`src/rtl/div_issue_arbiter.sv`:
```
// -----------------------------------------------------------------------------
// div_issue_arbiter
//
// Purpose:
//   Shares the single divider_manager push port between two issue pipes
//   (P0, P1). Each pipe owns a 1-entry request buffer; a round-robin arbiter
//   forwards one buffered request per handshake to the divider. Once a
//   request is offered and stalled, the choice is locked so that the operands
//   seen by the divider stay stable until the handshake (or a flush).
//
// Ports:
//   clk, rst_n          clock, asynchronous active-low reset
//   req_valid_i[1:0]    per-pipe request valid (bit p = pipe p)
//   req_ready_o[1:0]    per-pipe buffer free
//   req_r0_i/req_r1_i   dividend/divisor per pipe, pipe p at [p*DATA_W +: DATA_W]
//   req_unsigned_i      unsigned-op flag per pipe
//   req_id_i            tag per pipe, pipe p at [p*ID_W +: ID_W]
//   flush_i             drops buffered, unissued requests; blocks pushes
//   div_push_valid_o    to divider_manager.push_valid_i
//   div_push_ready_i    from divider_manager.push_ready_o
//   div_r0_o/div_r1_o   selected operands
//   div_unsigned_o      selected unsigned flag
//   div_id_o            selected tag
//   div_grant_o         pipe index of the current push
//   perf_conflict_o     (DIV_ARB_PERF_EN only) cycles with both buffers full
//   perf_stall_o        (DIV_ARB_PERF_EN only) cycles with valid & ~ready
//
// Configuration macro: DIV_ARB_PERF_EN adds the two saturating perf counters.
// -----------------------------------------------------------------------------
module div_issue_arbiter #(
  parameter int DATA_W = 32,
  parameter int ID_W   = 3,
  parameter int CNT_W  = 32
) (
  input  logic                clk,
  input  logic                rst_n,
  input  logic [1:0]          req_valid_i,
  output logic [1:0]          req_ready_o,
  input  logic [2*DATA_W-1:0] req_r0_i,
  input  logic [2*DATA_W-1:0] req_r1_i,
  input  logic [1:0]          req_unsigned_i,
  input  logic [2*ID_W-1:0]   req_id_i,
  input  logic                flush_i,
  output logic                div_push_valid_o,
  input  logic                div_push_ready_i,
  output logic [DATA_W-1:0]   div_r0_o,
  output logic [DATA_W-1:0]   div_r1_o,
  output logic                div_unsigned_o,
  output logic [ID_W-1:0]     div_id_o,
  output logic                div_grant_o
`ifdef DIV_ARB_PERF_EN
  ,
  output logic [CNT_W-1:0]    perf_conflict_o,
  output logic [CNT_W-1:0]    perf_stall_o
`endif
);

  logic [1:0]          buf_vld_reg;
  logic                rr_reg;
  logic                lock_reg;
  logic                lock_sel_reg;
  logic                sel;
  logic                handshake;
  logic [1:0]          accept;
  logic [1:0]          hs_mask;

  // Buffer contents flattened so the selected pipe can be picked by part-select.
  logic [2*DATA_W-1:0] buf_r0_flat;
  logic [2*DATA_W-1:0] buf_r1_flat;
  logic [1:0]          buf_uns_flat;
  logic [2*ID_W-1:0]   buf_id_flat;

  // A buffer only accepts when empty, so a pipe that handshakes this cycle
  // cannot be refilled until the next one.
  assign req_ready_o = ~buf_vld_reg;
  assign accept      = req_valid_i & ~buf_vld_reg & {2{~flush_i}};

  // Per-pipe payload storage.
  genvar gi;
  generate
    for (gi = 0; gi < 2; gi++) begin : g_pipe
      logic [DATA_W-1:0] r0_reg;
      logic [DATA_W-1:0] r1_reg;
      logic              uns_reg;
      logic [ID_W-1:0]   id_reg;

      always_ff @(posedge clk or negedge rst_n) begin
        if (!rst_n) begin
          r0_reg  <= '0;
          r1_reg  <= '0;
          uns_reg <= 1'b0;
          id_reg  <= '0;
        end else if (accept[gi]) begin
          r0_reg  <= req_r0_i[gi*DATA_W +: DATA_W];
          r1_reg  <= req_r1_i[gi*DATA_W +: DATA_W];
          uns_reg <= req_unsigned_i[gi];
          id_reg  <= req_id_i[gi*ID_W +: ID_W];
        end
      end

      assign buf_r0_flat[gi*DATA_W +: DATA_W] = r0_reg;
      assign buf_r1_flat[gi*DATA_W +: DATA_W] = r1_reg;
      assign buf_uns_flat[gi]                 = uns_reg;
      assign buf_id_flat[gi*ID_W +: ID_W]     = id_reg;
    end
  endgenerate

  // Select: a stalled offer keeps its pipe; otherwise a lone request wins and
  // a tie goes to the round-robin pointer.
  always_comb begin
    sel = rr_reg;
    if (lock_reg) begin
      sel = lock_sel_reg;
    end else if (buf_vld_reg == 2'b01) begin
      sel = 1'b0;
    end else if (buf_vld_reg == 2'b10) begin
      sel = 1'b1;
    end
  end

  assign div_push_valid_o = (|buf_vld_reg) & ~flush_i;
  assign handshake        = div_push_valid_o & div_push_ready_i;
  assign hs_mask          = handshake ? (sel ? 2'b10 : 2'b01) : 2'b00;

  assign div_r0_o       = buf_r0_flat[sel*DATA_W +: DATA_W];
  assign div_r1_o       = buf_r1_flat[sel*DATA_W +: DATA_W];
  assign div_unsigned_o = buf_uns_flat[sel];
  assign div_id_o       = buf_id_flat[sel*ID_W +: ID_W];
  assign div_grant_o    = sel;

  always_ff @(posedge clk or negedge rst_n) begin
    if (!rst_n) begin
      buf_vld_reg  <= 2'b00;
      rr_reg       <= 1'b0;
      lock_reg     <= 1'b0;
      lock_sel_reg <= 1'b0;
    end else if (flush_i) begin
      // Flush drops everything not yet issued; fairness history is kept.
      buf_vld_reg <= 2'b00;
      lock_reg    <= 1'b0;
    end else begin
      buf_vld_reg <= (buf_vld_reg & ~hs_mask) | accept;
      if (handshake) begin
        rr_reg   <= ~sel;
        lock_reg <= 1'b0;
      end else if (div_push_valid_o) begin
        lock_reg     <= 1'b1;
        lock_sel_reg <= sel;
      end
    end
  end

`ifdef DIV_ARB_PERF_EN
  logic conflict;
  logic stall;
  assign conflict = &buf_vld_reg;
  assign stall    = div_push_valid_o & ~div_push_ready_i;

  // Saturating event counters.
  always_ff @(posedge clk or negedge rst_n) begin
    if (!rst_n) begin
      perf_conflict_o <= '0;
      perf_stall_o    <= '0;
    end else begin
      if (conflict && (perf_conflict_o != '1)) begin
        perf_conflict_o <= perf_conflict_o + 1'b1;
      end
      if (stall && (perf_stall_o != '1)) begin
        perf_stall_o <= perf_stall_o + 1'b1;
      end
    end
  end
`else
  // CNT_W only sizes the perf counters; nothing is built from it here.
  if (CNT_W < 1) begin : g_no_perf
  end
`endif

endmodule
```
`config.mk`:
```
export PLATFORM = sky130hd
export DESIGN_NAME = div_issue_arbiter
export DESIGN_NICKNAME = d
export VERILOG_FILES = /design/src/rtl/div_issue_arbiter.sv
export SDC_FILE = /design/constraint.sdc
export NUM_CORES = 1
export LEC_CHECK = 0
export ABC_CLOCK_PERIOD_IN_PS = 2300
export CAP_MARGIN = 15
export CORE_ASPECT_RATIO = 0.5
export CORE_UTILIZATION = 31
export DETAILED_ROUTE_END_ITERATION = 10
export SLEW_MARGIN = 0
export SYNTH_ARGS = -nofsm -noshare
export SYNTH_HDL_FRONTEND = slang
export SYNTH_SLANG_ARGS = --single-unit
```
`constraint.sdc`:
```
create_clock -name clk -period 2.3 [get_ports clk]
set_input_delay 0.46 -clock clk [delete_from_list [all_inputs] [get_ports clk]]
set_output_delay 0.46 -clock clk [all_outputs]
set_load 0.01 [all_outputs]
```
==> results of run 1 <==
cells by family (layout without fill, tap and decap cells):
family / Yosys count / after routing / share of synthesized area [%]
flip-flops: 141 / 141 / 55.1
AND/OR/NAND/NOR: 14 / 14 / 1.21
buffers and inverters: 27 / 289 / 3.03
multiplexers: 205 / 205 / 40.0
AO/OA/AOI/OAI: 7 / 7 / 0.684
cells in the final DEF, fill, tap and decap left out, types with 2 or more instances in the layout:
cell / instances
mux2_2: 135
inv_2: 2
clkbuf_8: 3
buf_16: 5
nor3b_4: 2
clkbuf_16: 17
mux2_1: 2
clkdlybuf4s50_1: 141
buf_2: 12
dfrtp_1: 141
buf_6: 61
buf_8: 3
bufinv_16: 2
buf_12: 14
nor2_1: 6
nand2_1: 2
clkinv_2: 5
a21oi_1: 2
mux2_4: 68
buf_4: 18
routing by layer:
layer  global-route usage, %  share of wire (%)
met1                    20.9                 44
met2                    27.5                 50
met3                    3.43                3.2
met4                    7.09                2.2
met5                       0                  0
timing repair:
| action | 4_1_cts | 5_1_grt |
|---|---|---|
| hold endpoints to repair | 38 | 0 |
| endpoints found under the setup margin | 69 | 70 |
| pin swaps | 1 | 2 |
| cloned | 5 | 0 |
| hold buffers | 1 | 0 |
| gates resized for setup | 322 | 35 |
| buffers inserted | 12 | 5 |
final cells by class:
type / count / area (um^2) / share of cell area, %
clock buffer: 21 / 470 / 4.74
clock inverter: 8 / 92.6 / 0.932
timing repair buffer: 257 / 2780 / 28.0
inverter: 3 / 13.8 / 0.139
tap: 266 / 333 / 3.35
sequential: 141 / 3530 / 35.5
multi-input combinational: 226 / 2710 / 27.3
worst register-to-register path, stage by stage, from the launching register on:
cell     delay (ns)
dfrtp_1        0.39
buf_4          0.14
buf_4          0.14
nor3b_4        0.25
buf_12         0.31
mux2_2         0.41
synthesized netlist by cell type, drive strengths merged:
cell,n
a21o,1
a21oi,3
a311oi,1
buf,24
dfrtp,141
inv,3
mux2,205
nand2,2
nand3b,1
nand4,1
nor2,7
nor3,1
nor3b,2
o21a,1
o21ai,1
power groups by stage:
stage	Clock, W	Sequential (W)	Combinational (W)
4_1_cts	0.00275	0.00325	0.00403
6_report	0.00267	0.00325	0.00429
2_1_floorplan	0	0.00320	0.00209
5_1_grt	0.00286	0.00332	0.00452
3_5_place_dp	0	0.00329	0.00369
3_3_place_gp	0	0.00328	0.00366
stage by stage:
step                hold WS (ns)  instance area, um^2  setup TNS (ns)  cells  worst slack, ns
global route               0.519                 9930          -13.78    922           -0.247
CTS                        0.498                 9720          -11.65    917           -0.233
global placement           0.405                 8990        -0.00151    870         -0.00151
detailed placement         0.406                 8990         -0.0110    870         -0.00472
floorplan                  0.164                 6400               0    394            0.400
finish                     0.495                 9930           -8.67    922           -0.175
worst min path at each step:
| stage | to | cells after the start | slack (ns) |
|---|---|---|---|
| floorplan | buf_vld_reg[0]$_DFF_PN0_ | 0 | 0.16 |
| global placement | g_pipe[0].r0_reg[4]$_DFFE_PN0P_ | 1 | 0.41 |
| detailed placement | g_pipe[0].r0_reg[3]$_DFFE_PN0P_ | 1 | 0.41 |
| CTS | g_pipe[0].r1_reg[30]$_DFFE_PN0P_ | 1 | 0.50 |
| global route | g_pipe[1].r1_reg[30]$_DFFE_PN0N_ | 1 | 0.52 |
| finish | g_pipe[0].r1_reg[30]$_DFFE_PN0P_ | 1 | 0.49 |
==> tab_implementation.tex, run 1 <==
\begin{tabular}{lr}
\hline
Metric & Value \\
\hline
\multicolumn{2}{l}{\textbf{Finish}} \\
\quad Total inserted antenna cells & 0 \\
\quad Fill cells & approximately 1700 \\
\quad Share of layout cells above drive strength 1 & 53.8\% \\
\quad Post-layout utilization of the core & 50.0\% \\
\quad Area overhead of the layout relative to synthesis & 55.1\% \\
\quad Total number of nets in the final design & 788 \\
\multicolumn{2}{l}{\textbf{Worst setup path}} \\
\quad Critical path endpoint & div\_r1\_o[18] \\
\quad Slowest cell delay on critical path & $\sim$0.4 ns \\
\quad Maximum fanout along the worst path & 6 \\
\quad Category of the critical setup timing path & register to output port \\
\quad Register-to-Register Path Depth & 5 \\
\quad Data arrival time of the worst path & 2.02 ns \\
\quad Cells traversed along the worst timing path & inv\_2 > a21o\_1 > o21a\_4 > buf\_8 > buf\_16 > mux2\_4 > buf\_6 \\
\quad CP required & 1.84 ns \\
\quad Element type at the critical path start & register \\
\quad Slowest-stage cell, CP & dfrtp\_1 \\
\quad Worst reg-to-reg setup slack & 0.54 ns \\
\quad Worst path top cell family by delay & buffers and inverters \\
\quad CP endpoint kind & output port \\
\quad Crit Reg-Reg Startpoint & buf\_vld\_reg[0]\$\_DFF\_PN0\_ \\
\quad Worst path buffer plus inverter count & 4 \\
\quad Instance count on the critical path & 7 \\
\quad Crit. Startpoint & buf\_vld\_reg[1]\$\_DFF\_PN0\_ \\
\quad Reg2reg end & g\_pipe[0].r0\_reg[20]\$\_DFFE\_PN0P\_ \\
\multicolumn{2}{l}{\textbf{Job}} \\
\quad Max cap viols & 0 \\
\multicolumn{2}{l}{\textbf{Pwr}} \\
\quad Pint & 0.00743 W \\
\quad Design Power & 0.0102 W \\
\quad Clock share of power & roughly a quarter \\
\quad Comb power frac & between 40\% and 50\% \\
\quad Part of the total power dissipated in sequential elements & a little under a third \\
\quad Leakage dissipation & 4.38 nW \\
\quad Switching Power & 0.00278 W \\
\quad Fraction of power spent switching nets & about 27\% \\
\quad Max VDD drop & 0.503 mV \\
\quad PD cells & 1030 mW/mm\^{}2 \\
\multicolumn{2}{l}{\textbf{STA}} \\
\quad Final Cycle Share & 108\% \\
\quad Pins Over Slew Limit & 0 \\
\quad Count of final hold-check violations & 0 \\
\quad Minimum period implied by the final worst setup slack & 2.48 ns \\
\quad Maximum clock frequency & 0.404 GHz \\
\quad Unrepaired setup endpoints after global routing & true \\
\quad Worst Setup Slack, final & -0.175 ns \\
\quad Post-route clock skew & 0.00707 ns \\
\quad Transition time at the pin with the least slew margin & 0.396 ns \\
\quad Count of final setup violators & 68 \\
\quad Max-slew headroom & 73.6\% \\
\multicolumn{2}{l}{\textbf{Floorplan}} \\
\quad Starting Density & between 30\% and 40\% \\
\quad Core Rows & 36 \\
\quad Number of I/O pins & approximately 210 \\
\quad Total die area & 0.0213 mm\^{}2 \\
\quad Placeable core region & a little under 0.02 mm\^{}2 \\
\quad Die width & 205 um \\
\quad Vert. Die Dim & 104 um \\
\multicolumn{2}{l}{\textbf{Clock network}} \\
\quad Clk pin slew, worst setup/hold paths & 0.06 ns \\
\quad CTS tree & yes \\
\quad Clock latency reported for the late side of the worst-skew pair & approximately 0.42 ns \\
\quad Number of buffers inserted during clock tree synthesis & 17 \\
\quad Number of H-tree branching levels & 4 \\
\quad Clock tree root driver cell & clkbuf\_16 \\
\quad Number of buffers on the longest clock path & 2 \\
\quad \# clock sinks & 141 \\
\multicolumn{2}{l}{\textbf{Outcome}} \\
\quad Failing checks & setup timing \\
\quad Outcome & finished, violations left \\
\multicolumn{2}{l}{\textbf{Detailed routing}} \\
\quad Average wire per standard cell & 18.1 um \\
\quad Number of DRC markers after the initial detailed-route iteration & 128 \\
\quad Wirelength, routed & 16700 um \\
\quad Detailed-route vias per instance & 4.52 \\
\quad DRC violation count after routing & 0 \\
\quad Detailed-routing iteration count for the pre-antenna-repair pass & 4 \\
\quad Detail Route Antenna Nets & 0 \\
\quad Total vias in the final route & about 4200 \\
\multicolumn{2}{l}{\textbf{Global route}} \\
\quad Largest net degree at the start of global routing & 57 \\
\quad Vias in the first global route & between 4000 and 5000 \\
\quad Number of antenna violations at the first check in global routing & 0 \\
\quad Global-route wire length before repair & roughly 26000 um \\
\quad GRT Resource Usage Total & roughly 17\% \\
\quad Grt total ovfl & 0 \\
\multicolumn{2}{l}{\textbf{Worst hold path}} \\
\quad Hold Startpoint & g\_pipe[0].r1\_reg[30]\$\_DFFE\_PN0P\_ \\
\quad Path class of the lowest-slack min-delay path & register to register \\
\multicolumn{2}{l}{\textbf{Yosys}} \\
\quad Average size of a mapped cell & 16.3 um\^{}2 \\
\quad Sequential cell area fraction in the yosys report & a little under three fifths \\
\quad Top-area cell type share of the netlist area & 55.1\% \\
\quad FF+latch count, synth & 141 \\
\quad Cell types with the largest area share after synthesis & dfrtp\_1 55\%, mux2\_2 24\%, mux2\_4 16\% \\
\quad Count of yosys warnings during synthesis & 0 \\
\quad Post-synth net total & 536 \\
\quad Leading area contributor after synthesis & dfrtp\_1 \\
\quad Number of unique standard cell types used by synthesis & 20 \\
\quad Post-Syn Area & 0.00640 mm\^{}2 \\
\quad Cells after Synth & 394 \\
\multicolumn{2}{l}{\textbf{Place}} \\
\quad Number of input and output port buffers inserted & 213 \\
\quad Half-perimeter wire length of the detailed placement result & 11400 um \\
\quad Routability-driven placement congestion ratio & 0.759 \\
\hline
\end{tabular}
Note: power is estimated with default switching activity, not from simulation.
==> inputs of run 2 (changes only) <==
==> constraint.sdc (replaced) <==
create_clock -name clk -period 2.3 [get_ports clk]
set_input_delay 0.46 -clock clk [delete_from_list [all_inputs] [get_ports clk]]
set_output_delay 0.46 -clock clk [all_outputs]
set_load 0.05 [all_outputs]
==> run 2 against run 1 <==
Net effect:
- the run still ends with setup timing left
- register-to-register slack got worse by 0.05 ns
- non-clock buffer count fell by 27
- routed wire length fell by 8.6%
- critical endpoint is now div_r0_o[25]
==> tab_implementation.tex, run 2 (same netlist as run 1, synthesis figures left out) <==
\begin{tabular}{lr}
\hline
Metric & Value \\
\hline
\multicolumn{2}{l}{\textbf{Floorplan}} \\
\quad Number of I/O pins & 214 \\
\quad Die width & 205 um \\
\quad Vert. Die Dim & between 100 and 150 um \\
\quad Placeable core region & 0.0199 mm\^{}2 \\
\quad Total die area & 0.0213 mm\^{}2 \\
\quad Starting Density & 32.2\% \\
\quad Core Rows & 36 \\
\multicolumn{2}{l}{\textbf{Outcome}} \\
\quad Failing checks & setup timing \\
\quad Outcome & finished, violations left \\
\multicolumn{2}{l}{\textbf{Clock network}} \\
\quad Clock latency reported for the late side of the worst-skew pair & 0.42 ns \\
\quad Clk pin slew, worst setup/hold paths & roughly 0.07 ns \\
\quad Number of buffers inserted during clock tree synthesis & 17 \\
\quad Clock tree root driver cell & clkbuf\_16 \\
\quad CTS tree & yes \\
\quad \# clock sinks & between 100 and 150 \\
\quad Number of buffers on the longest clock path & 2 \\
\quad Number of H-tree branching levels & 4 \\
\multicolumn{2}{l}{\textbf{Finish}} \\
\quad Post-layout utilization of the core & between 40\% and 50\% \\
\quad Area overhead of the layout relative to synthesis & 49.8\% \\
\quad Share of layout cells above drive strength 1 & slightly above 50\% \\
\quad Post-layout instance area & 0.00959 mm\^{}2 \\
\quad Total inserted antenna cells & 0 \\
\quad Total number of nets in the final design & 761 \\
\quad Number of cells in the finished layout apart from fillers & between 800 and 900 \\
\quad Most frequent cells in the layout & 142 x clkdlybuf4s50\_1, 141 x dfrtp\_1, 136 x mux2\_2, 67 x mux2\_4, 55 x buf\_6 \\
\quad Most common cell after layout, fill and taps aside & clkdlybuf4s50\_1 \\
\multicolumn{2}{l}{\textbf{Worst setup path}} \\
\quad CP required & between 1.5 and 2 ns \\
\quad Slowest-stage cell, CP & dfrtp\_1 \\
\quad Element type at the critical path start & register \\
\quad Maximum fanout along the worst path & 31 \\
\quad Cells traversed along the worst timing path & inv\_2 > a21o\_1 > o21a\_4 > buf\_16 > mux2\_4 > buf\_12 \\
\quad Data arrival time of the worst path & between 2 and 2.5 ns \\
\quad CP endpoint kind & output port \\
\quad Worst path buffer plus inverter count & 3 \\
\quad Instance count on the critical path & 6 \\
\quad Register-to-Register Path Depth & 5 \\
\quad Worst path top cell family by delay & buffers and inverters \\
\quad Category of the critical setup timing path & register to output port \\
\quad Slowest cell delay on critical path & between 0.4 and 0.5 ns \\
\multicolumn{2}{l}{\textbf{Place}} \\
\quad Worst Setup Slack post-DPL & 0.136 ns \\
\quad Number of instances in the placed design & 863 \\
\quad Number of input and output port buffers inserted & between 200 and 250 \\
\quad Area after DPL & slightly below 0.009 mm\^{}2 \\
\quad Half-perimeter wire length of the detailed placement result & 10900 um \\
\quad Routability-driven placement congestion ratio & 0.716 \\
\multicolumn{2}{l}{\textbf{Global route}} \\
\quad Grt total ovfl & 0 \\
\quad Global-route wire length before repair & approximately 24000 um \\
\quad Number of antenna violations at the first check in global routing & 0 \\
\quad Largest net degree at the start of global routing & 53 \\
\quad GRT Resource Usage Total & 15.0\% \\
\quad Vias in the first global route & 4355 \\
\multicolumn{2}{l}{\textbf{Pwr}} \\
\quad Max VDD drop & 0.513 mV \\
\quad Leakage dissipation & 4.16 nW \\
\quad PD cells & approximately 1200 mW/mm\^{}2 \\
\multicolumn{2}{l}{\textbf{Detailed routing}} \\
\quad Average wire per standard cell & 17.0 um \\
\quad Detail Route Antenna Nets & 0 \\
\quad Number of DRC markers after the initial detailed-route iteration & 84 \\
\quad Detailed-routing iteration count for the pre-antenna-repair pass & 4 \\
\quad Detailed-route vias per instance & 4.47 \\
\quad DRC violation count after routing & 0 \\
\quad Wirelength, routed & roughly 15000 um \\
\quad Total vias in the final route & 4014 \\
\multicolumn{2}{l}{\textbf{Worst hold path}} \\
\quad Depth of the worst hold-timing path & 1 \\
\quad Path class of the lowest-slack min-delay path & register to register \\
\multicolumn{2}{l}{\textbf{STA}} \\
\quad Unrepaired setup endpoints after global routing & true \\
\quad Count of final hold-check violations & 0 \\
\quad Maximum clock frequency & 0.404 GHz \\
\quad Transition time at the pin with the least slew margin & between 0.5 and 0.6 ns \\
\quad Final TNS setup & -9.63 ns \\
\quad Pins Over Slew Limit & 0 \\
\quad Minimum period implied by the final worst setup slack & approximately 2.5 ns \\
\quad Final Cycle Share & 108\% \\
\quad Post-route clock skew & just under 0.008 ns \\
\quad Max-slew headroom & 65.0\% \\
\quad Count of final setup violators & 68 \\
\quad Worst Setup Slack, final & -0.174 ns \\
\multicolumn{2}{l}{\textbf{Job}} \\
\quad Max cap viols & 0 \\
\hline
\end{tabular}
[run 2: cell types whose count changed in the layout (fill, tap and decap cells not counted), sizes merged]
cell and change:
clkinvlp +4, buf -26, clkdlybuf4s50 +1, dlymetal6s2s -1, clkinv -3, clkbuf -2, inv +3
[run 2: per-stage QoR]
step                      hold WS (ns)  total power [W]
after CTS                        0.495           0.0112
after global routing             0.508           0.0118
after detailed placement         0.426          0.00831
final                            0.491           0.0113
after global placement           0.436          0.00827
after floorplan                  0.164          0.00693
[run 2: area by class of cell]
class,instances,area (um^2)
clock buffer,20,447
timing repair buffer,230,2430
fill,1755,10300
sequential,141,3530
inverter,3,11.3
tap,266,333
clock inverter,12,138
multi-input combinational,226,2710
[run 2: timing repair]
item,CTS,global route
hold buffers,1,0
endpoints found under the setup margin,69,68
resized for setup,16,43
setup buffers,2,0
endpoints found under the hold margin,37,0
[run 2: final timing paths]
| kind | startpoint | end | slack (ns) |
|---|---|---|---|
| max reg2reg | buf_vld_reg[1]$_DFF_PN0_ | g_pipe[1].r0_reg[21]$_DFFE_PN0N_ | 0.49 |
| min in group asynchronous | rst_n | g_pipe[1].r0_reg[5]$_DFFE_PN0N_ | 0.54 |
| min reg2reg | g_pipe[0].r1_reg[22]$_DFFE_PN0P_ | g_pipe[0].r1_reg[22]$_DFFE_PN0P_ | 0.49 |
| min | g_pipe[0].r1_reg[22]$_DFFE_PN0P_ | g_pipe[0].r1_reg[22]$_DFFE_PN0P_ | 0.49 |
| max | buf_vld_reg[1]$_DFF_PN0_ | div_r0_o[25] | -0.17 |
| max in group asynchronous | rst_n | g_pipe[0].r1_reg[0]$_DFFE_PN0P_ | 1.09 |
[run 2: where the power goes]
| group | total (W) | internal (W) | leakage [nW] | switching, W |
|---|---|---|---|---|
| clock network | 0.00274 | 0.00164 | 0.270 | 0.00110 |
| logic | 0.00533 | 0.00246 | 2.23 | 0.00287 |
| registers | 0.00323 | 0.00298 | 1.66 | 0.000244 |
| total | 0.0113 | 0.00708 | 4.16 | 0.00422 |
[run 2: routing by layer]
layer,vias to the layer above,track usage (%),routed length (um)
li1,1869,-,-
met4,0,5.24,210
met1,2073,17.9,6470
met3,15,3.27,448
met5,-,0,0
met2,57,26.5,8100
